## src/rtl/rv_enc_pkg.sv

```systemverilog
`default_nettype none
// ============================================================================
//  Module      : rv_enc_pkg
//  Description : Shared constants for the RV32I instruction loader: op-class
//                codes used on the request port, 7-bit base opcodes, the
//                canonical NOP word, the alternate funct7 value and the
//                loader state encoding.
//  Revision    : 1.0 - initial release
// ============================================================================
package rv_enc_pkg;

  // Op-class codes carried on req_op
  localparam logic [3:0] OP_R      = 4'd0;
  localparam logic [3:0] OP_I      = 4'd1;
  localparam logic [3:0] OP_LOAD   = 4'd2;
  localparam logic [3:0] OP_STORE  = 4'd3;
  localparam logic [3:0] OP_BRANCH = 4'd4;
  localparam logic [3:0] OP_LUI    = 4'd5;
  localparam logic [3:0] OP_AUIPC  = 4'd6;
  localparam logic [3:0] OP_JAL    = 4'd7;
  localparam logic [3:0] OP_JALR   = 4'd8;

  // RV32I base opcodes
  localparam logic [6:0] OPC_R      = 7'b0110011;
  localparam logic [6:0] OPC_I      = 7'b0010011;
  localparam logic [6:0] OPC_LOAD   = 7'b0000011;
  localparam logic [6:0] OPC_STORE  = 7'b0100011;
  localparam logic [6:0] OPC_BRANCH = 7'b1100011;
  localparam logic [6:0] OPC_LUI    = 7'b0110111;
  localparam logic [6:0] OPC_AUIPC  = 7'b0010111;
  localparam logic [6:0] OPC_JAL    = 7'b1101111;
  localparam logic [6:0] OPC_JALR   = 7'b1100111;

  // addi x0,x0,0 - written in place of any rejected request
  localparam logic [31:0] NOP_WORD = 32'h0000_0013;

  // funct7 selecting sub / sra / srai
  localparam logic [6:0] FUNCT7_ALT = 7'b0100000;

  // Loader session states
  typedef enum logic [1:0] {
    ST_IDLE   = 2'd0,
    ST_ACCEPT = 2'd1,
    ST_WRITE  = 2'd2,
    ST_DONE   = 2'd3
  } ld_state_e;

endpackage : rv_enc_pkg
`default_nettype wire

```

## src/rtl/rv_instr_pack.sv

```systemverilog
`default_nettype none
// ============================================================================
//  Module      : rv_instr_pack
//  Description : Purely combinational RV32I encoder. Packs a field-level
//                request into a 32-bit instruction word and flags requests
//                that are illegal or whose immediate is out of range. An
//                illegal request yields the NOP word.
//  Ports       : i_op/i_funct3/i_alt/i_rd/i_rs1/i_rs2/i_imm - request fields
//                o_word    - encoded instruction (NOP when illegal)
//                o_illegal - request rejected
//  Revision    : 1.0 - initial release
// ============================================================================
module rv_instr_pack
  import rv_enc_pkg::*;
(
  input  logic [3:0]  i_op,
  input  logic [2:0]  i_funct3,
  input  logic        i_alt,
  input  logic [4:0]  i_rd,
  input  logic [4:0]  i_rs1,
  input  logic [4:0]  i_rs2,
  input  logic [31:0] i_imm,
  output logic [31:0] o_word,
  output logic        o_illegal
);

  logic        w_imm12_ok;  // fits 12-bit signed
  logic        w_imm13_ok;  // fits 13-bit signed, even
  logic        w_imm21_ok;  // fits 21-bit signed, even
  logic        w_shamt_ok;  // 0..31
  logic        w_upper_ok;  // low 12 bits clear
  logic        w_is_shift;
  logic [6:0]  w_funct7;
  logic [31:0] w_word;
  logic        w_illegal;

  // A value fits an N-bit signed field when every bit above N-1 equals the sign
  assign w_imm12_ok = (i_imm[31:11] == {21{i_imm[31]}});
  assign w_imm13_ok = (i_imm[31:12] == {20{i_imm[31]}}) && !i_imm[0];
  assign w_imm21_ok = (i_imm[31:20] == {12{i_imm[31]}}) && !i_imm[0];
  assign w_shamt_ok = (i_imm[31:5] == 27'd0);
  assign w_upper_ok = (i_imm[11:0] == 12'd0);
  assign w_is_shift = (i_funct3 == 3'b001) || (i_funct3 == 3'b101);
  assign w_funct7   = i_alt ? FUNCT7_ALT : 7'd0;

  always_comb begin
    w_word    = 32'd0;
    w_illegal = 1'b0;
    case (i_op)
      OP_R: begin
        w_word    = {w_funct7, i_rs2, i_rs1, i_funct3, i_rd, OPC_R};
        w_illegal = i_alt && !((i_funct3 == 3'b000) || (i_funct3 == 3'b101));
      end
      OP_I: begin
        if (w_is_shift) begin
          // shamt sits in imm[24:20]; alt selects srai via bit 30
          w_word    = {w_funct7, i_imm[4:0], i_rs1, i_funct3, i_rd, OPC_I};
          w_illegal = !w_shamt_ok || (i_alt && (i_funct3 != 3'b101));
        end else begin
          w_word    = {i_imm[11:0], i_rs1, i_funct3, i_rd, OPC_I};
          w_illegal = !w_imm12_ok || i_alt;
        end
      end
      OP_LOAD: begin
        w_word    = {i_imm[11:0], i_rs1, i_funct3, i_rd, OPC_LOAD};
        w_illegal = !w_imm12_ok || (i_funct3 == 3'b011) ||
                    (i_funct3 == 3'b110) || (i_funct3 == 3'b111);
      end
      OP_STORE: begin
        w_word    = {i_imm[11:5], i_rs2, i_rs1, i_funct3, i_imm[4:0], OPC_STORE};
        w_illegal = !w_imm12_ok || (i_funct3 > 3'b010);
      end
      OP_BRANCH: begin
        w_word    = {i_imm[12], i_imm[10:5], i_rs2, i_rs1, i_funct3,
                     i_imm[4:1], i_imm[11], OPC_BRANCH};
        w_illegal = !w_imm13_ok || (i_funct3 == 3'b010) || (i_funct3 == 3'b011);
      end
      OP_LUI: begin
        w_word    = {i_imm[31:12], i_rd, OPC_LUI};
        w_illegal = !w_upper_ok;
      end
      OP_AUIPC: begin
        w_word    = {i_imm[31:12], i_rd, OPC_AUIPC};
        w_illegal = !w_upper_ok;
      end
      OP_JAL: begin
        w_word    = {i_imm[20], i_imm[10:1], i_imm[11], i_imm[19:12], i_rd, OPC_JAL};
        w_illegal = !w_imm21_ok;
      end
      OP_JALR: begin
        w_word    = {i_imm[11:0], i_rs1, i_funct3, i_rd, OPC_JALR};
        w_illegal = !w_imm12_ok || (i_funct3 != 3'b000);
      end
      default: begin
        w_word    = 32'd0;
        w_illegal = 1'b1;
      end
    endcase
  end

  assign o_word    = w_illegal ? NOP_WORD : w_word;
  assign o_illegal = w_illegal;

endmodule : rv_instr_pack
`default_nettype wire

```

## src/rtl/rv_instr_loader.sv

```systemverilog
`default_nettype none
// ============================================================================
//  Module      : rv_instr_loader
//  Description : Session-based RV32I instruction loader. Accepts field-level
//                requests, encodes each through rv_instr_pack and writes the
//                words to consecutive instruction-memory addresses.
//  Ports       : clk, rst_n             - clock, async active-low reset
//                start, base_addr       - open a session at base_addr & ~3
//                busy, done             - session active / end pulse
//                req_valid, req_ready,
//                req_last, req_*        - request handshake and fields
//                im_valid, im_ready,
//                im_addr, im_wdata      - instruction-memory write port
//                err                    - sticky illegal-request flag
//                word_count             - words written this session
//  Revision    : 1.0 - initial release
// ============================================================================
module rv_instr_loader
  import rv_enc_pkg::*;
#(
  parameter int ADDR_W = 12
) (
  input  logic              clk,
  input  logic              rst_n,
  input  logic              start,
  input  logic [ADDR_W-1:0] base_addr,
  output logic              busy,
  output logic              done,
  input  logic              req_valid,
  output logic              req_ready,
  input  logic              req_last,
  input  logic [3:0]        req_op,
  input  logic [2:0]        req_funct3,
  input  logic              req_alt,
  input  logic [4:0]        req_rd,
  input  logic [4:0]        req_rs1,
  input  logic [4:0]        req_rs2,
  input  logic [31:0]       req_imm,
  output logic              im_valid,
  input  logic              im_ready,
  output logic [ADDR_W-1:0] im_addr,
  output logic [31:0]       im_wdata,
  output logic              err,
  output logic [ADDR_W-1:0] word_count
);

  ld_state_e         state_q, state_d;
  logic [ADDR_W-1:0] im_addr_q, im_addr_d;
  logic [31:0]       im_wdata_q, im_wdata_d;
  logic [ADDR_W-1:0] word_count_q, word_count_d;
  logic              err_q, err_d;
  logic              last_q, last_d;
  logic              req_ready_q, req_ready_d;
  logic              im_valid_q, im_valid_d;
  logic              busy_q, busy_d;
  logic              done_q, done_d;

  logic [31:0]       w_pack_word;
  logic              w_pack_illegal;

  rv_instr_pack u_pack (
    .i_op      (req_op),
    .i_funct3  (req_funct3),
    .i_alt     (req_alt),
    .i_rd      (req_rd),
    .i_rs1     (req_rs1),
    .i_rs2     (req_rs2),
    .i_imm     (req_imm),
    .o_word    (w_pack_word),
    .o_illegal (w_pack_illegal)
  );

  always_comb begin
    state_d      = state_q;
    im_addr_d    = im_addr_q;
    im_wdata_d   = im_wdata_q;
    word_count_d = word_count_q;
    err_d        = err_q;
    last_d       = last_q;

    case (state_q)
      ST_IDLE: begin
        if (start) begin
          im_addr_d    = base_addr & ~ADDR_W'(3);
          err_d        = 1'b0;
          word_count_d = '0;
          state_d      = ST_ACCEPT;
        end
      end
      ST_ACCEPT: begin
        if (req_valid && req_ready_q) begin
          im_wdata_d = w_pack_word;
          last_d     = req_last;
          err_d      = err_q | w_pack_illegal;
          state_d    = ST_WRITE;
        end
      end
      ST_WRITE: begin
        if (im_ready) begin
          im_addr_d    = im_addr_q + ADDR_W'(4);
          word_count_d = word_count_q + ADDR_W'(1);
          state_d      = last_q ? ST_DONE : ST_ACCEPT;
        end
      end
      ST_DONE: begin
        state_d = ST_IDLE;
      end
      default: begin
        state_d = ST_IDLE;
      end
    endcase

    // Status outputs are registered copies of the next state, so they are
    // glitch-free and req_ready / im_valid are mutually exclusive by design.
    req_ready_d = (state_d == ST_ACCEPT);
    im_valid_d  = (state_d == ST_WRITE);
    busy_d      = (state_d != ST_IDLE);
    done_d      = (state_d == ST_DONE);
  end

  always_ff @(posedge clk or negedge rst_n) begin
    if (!rst_n) begin
      state_q      <= ST_IDLE;
      im_addr_q    <= '0;
      im_wdata_q   <= 32'd0;
      word_count_q <= '0;
      err_q        <= 1'b0;
      last_q       <= 1'b0;
      req_ready_q  <= 1'b0;
      im_valid_q   <= 1'b0;
      busy_q       <= 1'b0;
      done_q       <= 1'b0;
    end else begin
      state_q      <= state_d;
      im_addr_q    <= im_addr_d;
      im_wdata_q   <= im_wdata_d;
      word_count_q <= word_count_d;
      err_q        <= err_d;
      last_q       <= last_d;
      req_ready_q  <= req_ready_d;
      im_valid_q   <= im_valid_d;
      busy_q       <= busy_d;
      done_q       <= done_d;
    end
  end

  assign busy       = busy_q;
  assign done       = done_q;
  assign req_ready  = req_ready_q;
  assign im_valid   = im_valid_q;
  assign im_addr    = im_addr_q;
  assign im_wdata   = im_wdata_q;
  assign err        = err_q;
  assign word_count = word_count_q;

endmodule : rv_instr_loader
`default_nettype wire

```

## config.mk

```make
export PLATFORM = sky130hd
export DESIGN_NAME = rv_instr_loader
export DESIGN_NICKNAME = d
export VERILOG_FILES = /design/src/rtl/rv_enc_pkg.sv /design/src/rtl/rv_instr_pack.sv /design/src/rtl/rv_instr_loader.sv
export SDC_FILE = /design/constraint.sdc
export NUM_CORES = 1
export LEC_CHECK = 0
export ABC_CLOCK_PERIOD_IN_PS = 3300
export BUFFER_PORTS_ARGS = -buffer_cell sky130_fd_sc_hd__buf_2
export CORE_MARGIN = 5
export CORE_UTILIZATION = 46
export DETAILED_ROUTE_END_ITERATION = 6
export GPL_TIMING_DRIVEN = 1
export PLACE_DENSITY = 0.75
export RECOVER_POWER = 100
export SYNTH_ARGS = -nofsm -noshare
export SYNTH_HDL_FRONTEND = slang
export SYNTH_SLANG_ARGS = --single-unit
```

## constraint.sdc

```tcl
create_clock -name clk -period 3.3 [get_ports clk]
set_clock_uncertainty 0.1 [all_clocks]
set_input_delay 0.66 -clock clk [delete_from_list [all_inputs] [get_ports clk]]
set_output_delay 0.66 -clock clk [all_outputs]
set_load 0.01 [all_outputs]
```

# Word level (Yosys, flattened, before mapping)
# Index checks and enable logic that the tools add are counted.
# classes
addsub,2
n_lt_le_gt_ge,1
n_eq_ne,27
muxes,20
n_bitwise,1
n_reduce_logical,36
# op_table
op,n
32-bit case mux with 9 select lines,1
32-bit two-way mux,2
12-bit two-way mux,4
12-bit case mux with 2 select lines,2
27-bit logical NOT,1
20-bit == test,1
19-bit == test,1
4-bit by 3-bit == test with 1-bit output (second input constant),4
12-bit by 1-bit adder with 12-bit output (second input constant),1
12-bit by 3-bit adder with 12-bit output (second input constant),1
12-bit logical NOT,1
11-bit == test,1
1-bit logical OR,11
3-bit == test (second input constant),3
2-bit == test (second input constant),4
4-bit by 2-bit == test with 1-bit output (second input constant),2
2-bit two-way mux,4
1-bit case mux with 8 select lines,1
2-bit case mux with 4 select lines,1
1-bit logical NOT,7
3-bit by 2-bit == test with 1-bit output (second input constant),2
6-bit two-way mux,1
2-bit inequality test (second input constant),3
3-bit AND reduction,2
17 further kinds,26
# word_totals
reg_bits,64
in_bits,73
output_inout_bits,61
elab_cells,97

# Logic depth before layout (Yosys ltp)
# depth
depth_word,9
ltp_mapped,10
ltp_nobuf,7

# Cells and area by module
# Synthesis repeated with hierarchy kept, for this count alone.
# hier_totals
hier_cells,528
area_unflattened_um2,4197.8
# modules_own_cells
mod,n_inst,cells_each,area_per_inst_um2,seq_area_each_um2
rv_instr_loader,1,303,2716.4,1551.5
rv_instr_pack,1,225,1481.4,0.0

# Worst setup path after synthesis
# OpenSTA, ideal clock, no wires.
# synth_path
path_type,input -> register
start,input port req_imm[30]
end,"register im_wdata_q[26], in the netlist im_wdata[26]"
setup_time_ns,0.075
arrival_ns,2.854
required_time_ns,3.125
setup_slack_ns,0.271
cell_stages,9
n_path_buf,2
cell_sequence,or4_1 o22ai_1 o211ai_2 o41ai_1 o21ai_1 or4b_1 buf_6 buf_12 o21ai_2
# synth_via
elab_chain_len,7
elab_cells_between_ends,22
classes_between,eq/ne (3); mux (3); reduce/logical (16)
# synth_lines
element,line,rtl
from (decl),rv_instr_loader.sv:38,"input logic [31:0] req_imm,"
20-bit == test or 19-bit == test (tied branches),"rv_instr_pack.sv:38, rv_instr_pack.sv:39",
1-bit logical NOT or 1-bit logical AND (tied branches),n/a,
1-bit logical OR or 1-bit logical NOT (tied branches),"rv_instr_pack.sv:66, rv_instr_pack.sv:76",
1-bit logical OR (on tied branches),"rv_instr_pack.sv:66, rv_instr_pack.sv:76",
1-bit logical OR (on tied branches),"rv_instr_pack.sv:67, rv_instr_pack.sv:76",
1-bit case mux with 8 select lines (*),rv_instr_pack.sv:49,case (i_op)
32-bit two-way mux (*),rv_instr_pack.sv:101,assign o_word = w_illegal ? NOP_WORD : w_word;
to (signal assigned),rv_instr_loader.sv:136,im_wdata_q <= im_wdata_d;
to (decl),rv_instr_loader.sv:49,"logic [31:0] im_wdata_q, im_wdata_d;"
# Mark *: on every way between the ends. The rest lies on a longest branch, timed or not.
# A chain may end at the register's enable or synchronous reset.

# Worst setup path in the final report
# layout_path
start,input port req_imm[23]
end,"register im_wdata_q[13], in the netlist im_wdata[13]"
# The elaborated chain is that of the path after synthesis.

==> impl_metrics.env <==
export IMPL_critPathMaxStageDelay_ns=0.57
export IMPL_holdCritStartpoint="im_wdata[16]"
export IMPL_rows=33
export IMPL_worstReg2RegEnd="req_ready"
export IMPL_ant_nets=0
export IMPL_place_detailed_hpwl_um=8720
export IMPL_max_freq_mhz=327
export IMPL_maxCapViolCount=3
export IMPL_path_clk_slew_ns=0.06
export IMPL_die_h_um=101
export IMPL_wirelength_met1_um=5040
export IMPL_drc=0
export IMPL_grt_max_degree=37
export IMPL_maxSlewHeadroom=-0.227
export IMPL_drive_gt1_frac=0.182
export IMPL_netlist_area_um2=3820
export IMPL_wire_per_inst_um=16.6
export IMPL_clk_latency_ns=0.34
export IMPL_grt_pass1_wl_um=18400
export IMPL_seqPwrFrac=0.408
export IMPL_path_buf_inv=2
export IMPL_switchingPower_uw=1020
export IMPL_worst_slack_ns=0.239
export IMPL_setup_total_negative_slack_ns=0
export IMPL_drtPass1Iterations=7
export IMPL_fp_coreArea_um2=8180
export IMPL_holdWs_ns=0.380
export IMPL_h_tree_depth=3
export IMPL_fillers=824
export IMPL_reg2reg_from="state_q[1]"
export IMPL_hold_path_end="im_wdata[16]"
export IMPL_wl_met3_um=1010
export IMPL_fin_nets=664
export IMPL_min_period_ns=3.06
export IMPL_cts_sink_count=61
export IMPL_post_cts_buffers=0
export IMPL_synth_distinct_cells=57
export IMPL_dieArea_um2=10200
export IMPL_port_buffers=129
export IMPL_drt_wl_total_um=11600
export IMPL_endpoint_kind="flop"
export IMPL_p_comb_frac=0.335
export IMPL_period_share=0.927
export IMPL_ys_ff_latch=61
export IMPL_r2r_cells=6
export IMPL_dr_max_layer_used="met4"
export IMPL_ys_seq_area_frac=0.399
export IMPL_cts_tree="yes"
export IMPL_regArea_um2=1530
export IMPL_cp_max_fo=16
export IMPL_met2WireLength_um=5400
export IMPL_pre_cts_slack_ns=-0.0748
export IMPL_ys_async_sr_fraction=1.00
export IMPL_antenna_cells=0
export IMPL_critPathArrivalTime_ns=3.20
export IMPL_holdBufCountCts=0
export IMPL_place_gp_congestion=0.928
export IMPL_die_w_um=101
export IMPL_ys_warn_count=0
export IMPL_setup_violations=0
export IMPL_synth_edf_count=0
export IMPL_finalPower_uw=2680
export IMPL_path_delay_family="simple AND/OR/NAND/NOR gates"
export IMPL_routed_via_density=5.83
export IMPL_cellLeakagePower_uw=0.00199
export IMPL_syn_avg_cell_area_um2=8.41
export IMPL_worstMarginPinSlew_ns=1.84
export IMPL_ir_worst_vdd_mv=0.247
export IMPL_path_class="input port to flop"
export IMPL_multi_input_area_um2=1990
export IMPL_num_vias=4065
export IMPL_cts_resized=0
export IMPL_start_util=0.468
export IMPL_num_io_pins=134
export IMPL_grt_usage=0.222
export IMPL_areaGrowthSynthToFinish_pct=20.2
export IMPL_clockPowerShare=0.257
export IMPL_hp_class="flop to flop"
export IMPL_holdPathStages=2
export IMPL_p_int_uw=1660
export IMPL_postSynthCellCount=455
export IMPL_worstPathRequired_ns=3.44
export IMPL_switching_share=0.381
export IMPL_synth_ff_type="dfrtp_1"
export IMPL_crit_chain="buf_2 -> or4_1 -> nor3_2 -> o211ai_1 -> o41ai_1 -> o21ai_1 -> or4b_1 -> buf_4 -> o21ai_0"
export IMPL_grt_overflow=0
export IMPL_antenna_found_initial=0
export IMPL_clock_path_buffers=2
export IMPL_slowest_stage="or4_1"
export IMPL_violations="capacitance limit, slew limit"
export IMPL_hold_viol_final=0
export IMPL_cts_buffers=9
export IMPL_cts_root_buffer="clkbuf_8"
export IMPL_place_area_um2=4570
export IMPL_design_area_um2=4600
export IMPL_power_density_nw_per_um2=582
export IMPL_drtIter0Drc=198
export IMPL_rsz0062_at_grt="false"
export IMPL_status="finished with violations"
export IMPL_r2r_slack_ns=0.79
export IMPL_drv_slew=100
export IMPL_grt_pass1_vias=3917
export IMPL_start_kind="input port"
==> worst max-delay path by stage <==
| stage | start | endpoint | slack (ns) | cells after the start |
|---|---|---|---|---|
| 4_1_cts | req_imm[30] | im_wdata[20] | 0.28 | 9 |
| 3_5_place_dp | req_imm[30] | im_wdata[20] | -0.07 | 9 |
| 2_1_floorplan | req_imm[30] | im_wdata[26] | 0.27 | 9 |
| 3_3_place_gp | req_imm[12] | im_wdata[21] | 0.03 | 8 |
| 5_1_grt | req_imm[30] | im_wdata[13] | 0.11 | 9 |
| 6_report | req_imm[23] | im_wdata[13] | 0.24 | 9 |
==> power groups by stage <==
stage | clock network [uW] | logic [uW] | registers, uW
final | 688 | 896 | 1090
after global routing | 735 | 1000 | 1110
after CTS | 702 | 991 | 1080
after detailed placement | 0 | 988 | 1100
after global placement | 0 | 959 | 1080
after floorplan | 0 | 524 | 1160
==> cells in the final DEF (no fill, tap or decap), types with 2 or more instances in the layout <==
cell type  synthesis  layout
a211oi_1          11      11
a21oi_1           36      36
a221oi_1           6       6
a22o_1             2       2
a22oi_1           16      16
a311oi_1           6       6
a31oi_1            8       8
a32o_1             2       2
and3_1             4       4
buf_2              0      69
buf_4              3      17
clkbuf_1          15      66
clkbuf_8           3      12
conb_1             1       2
dfrtp_1           61      61
ha_1               2       2
inv_1              8       8
nand2_1           72      72
nand2b_1           7       7
nand3_1           14      15
nand4_1            7       7
nor2_1            47      47
nor2b_1            4       4
nor3_1             7       7
nor3_2             2       2
nor3b_1            2       2
nor4_1             3       3
o211ai_1           1       2
o21a_1             2       2
o21ai_0           28      45
o21ai_2           20       3
o22ai_1            7       7
o41ai_1            2       2
or3_1              2       2
or4_1              7       7
xnor2_1            3       3
xor2_1             8       8
==> Yosys cell counts, drive strengths merged (3+ instances only) <==
master  count  area [um2]
a211oi     11        82.6
a21oi      36         180
a221oi      6        52.6
a22oi      16         120
a311oi      6        52.6
a31oi       8        50.1
and3        4        25.0
buf        10        96.3
clkbuf     18        97.6
dfrtp      61        1530
inv         8        30.0
nand2      72         270
nand2b      7        43.8
nand3      15        80.1
nand4       7        43.8
nor2       47         176
nor2b       4        25.0
nor3        9        55.1
nor4        3        18.8
o21ai      49         320
o22ai       7        43.8
or3         3        20.0
or4         7        52.6
xnor2       3        26.3
xor2        8        70.1
==> routing by layer <==
metal | global-route usage | vias to the layer above
met3 | 0.0510 | 15
met5 | 0 | -
met1 | 0.309 | 1964
met2 | 0.349 | 168
li1 | - | 1918
met4 | 0.0603 | 0
==> worst reg2reg max path, stage by stage (launching register included) <==
cell and delay [ns]:
dfrtp_1 0.38, and2b_1 0.22, nand3_1 0.12, clkbuf_1 1.15, o21a_1 0.32, inv_1 0.07, nor2_1 0.08
==> state kept, by name (all words and copies together) (netlist names) <==
signal	flops
im_addr	10
im_valid	1
word_count	12
req_ready	1
err	1
busy	1
state_q	2
im_wdata	31
done	1
last_q	1
==> kinds of logic (layout without fill, tap and decap cells) <==
group / Yosys count / in the layout / share of synthesized area
muxes: 2 / 2 / 0.00556
DFF: 61 / 61 / 0.399
xor gates and xnor gates: 11 / 11 / 0.0252
and+or+nand+nor: 184 / 184 / 0.225
other: 1 / 2 / 0.000980
buffers and inverters: 37 / 173 / 0.0612
adders and majority gates: 3 / 3 / 0.00916
AOI/OAI and AO/OA: 156 / 156 / 0.274
==> layout make-up <==
| cell class | instances | area share |
|---|---|---|
| well taps | 105 | 0.0286 |
| multi-input cells | 358 | 0.434 |
| clock inverters | 1 | 0.00653 |
| flip-flops and latches | 61 | 0.332 |
| inverters | 8 | 0.00653 |
| repair buffers | 151 | 0.156 |
| clock buffers | 13 | 0.0367 |
==> stage by stage <==
step            util  instances
2_1_floorplan      -        456
3_3_place_gp   0.559        683
3_5_place_dp   0.559        683
4_1_cts        0.583        697
5_1_grt        0.562        697
6_report       0.562        697
No activity file was read; power rests on OpenSTA's default activity.
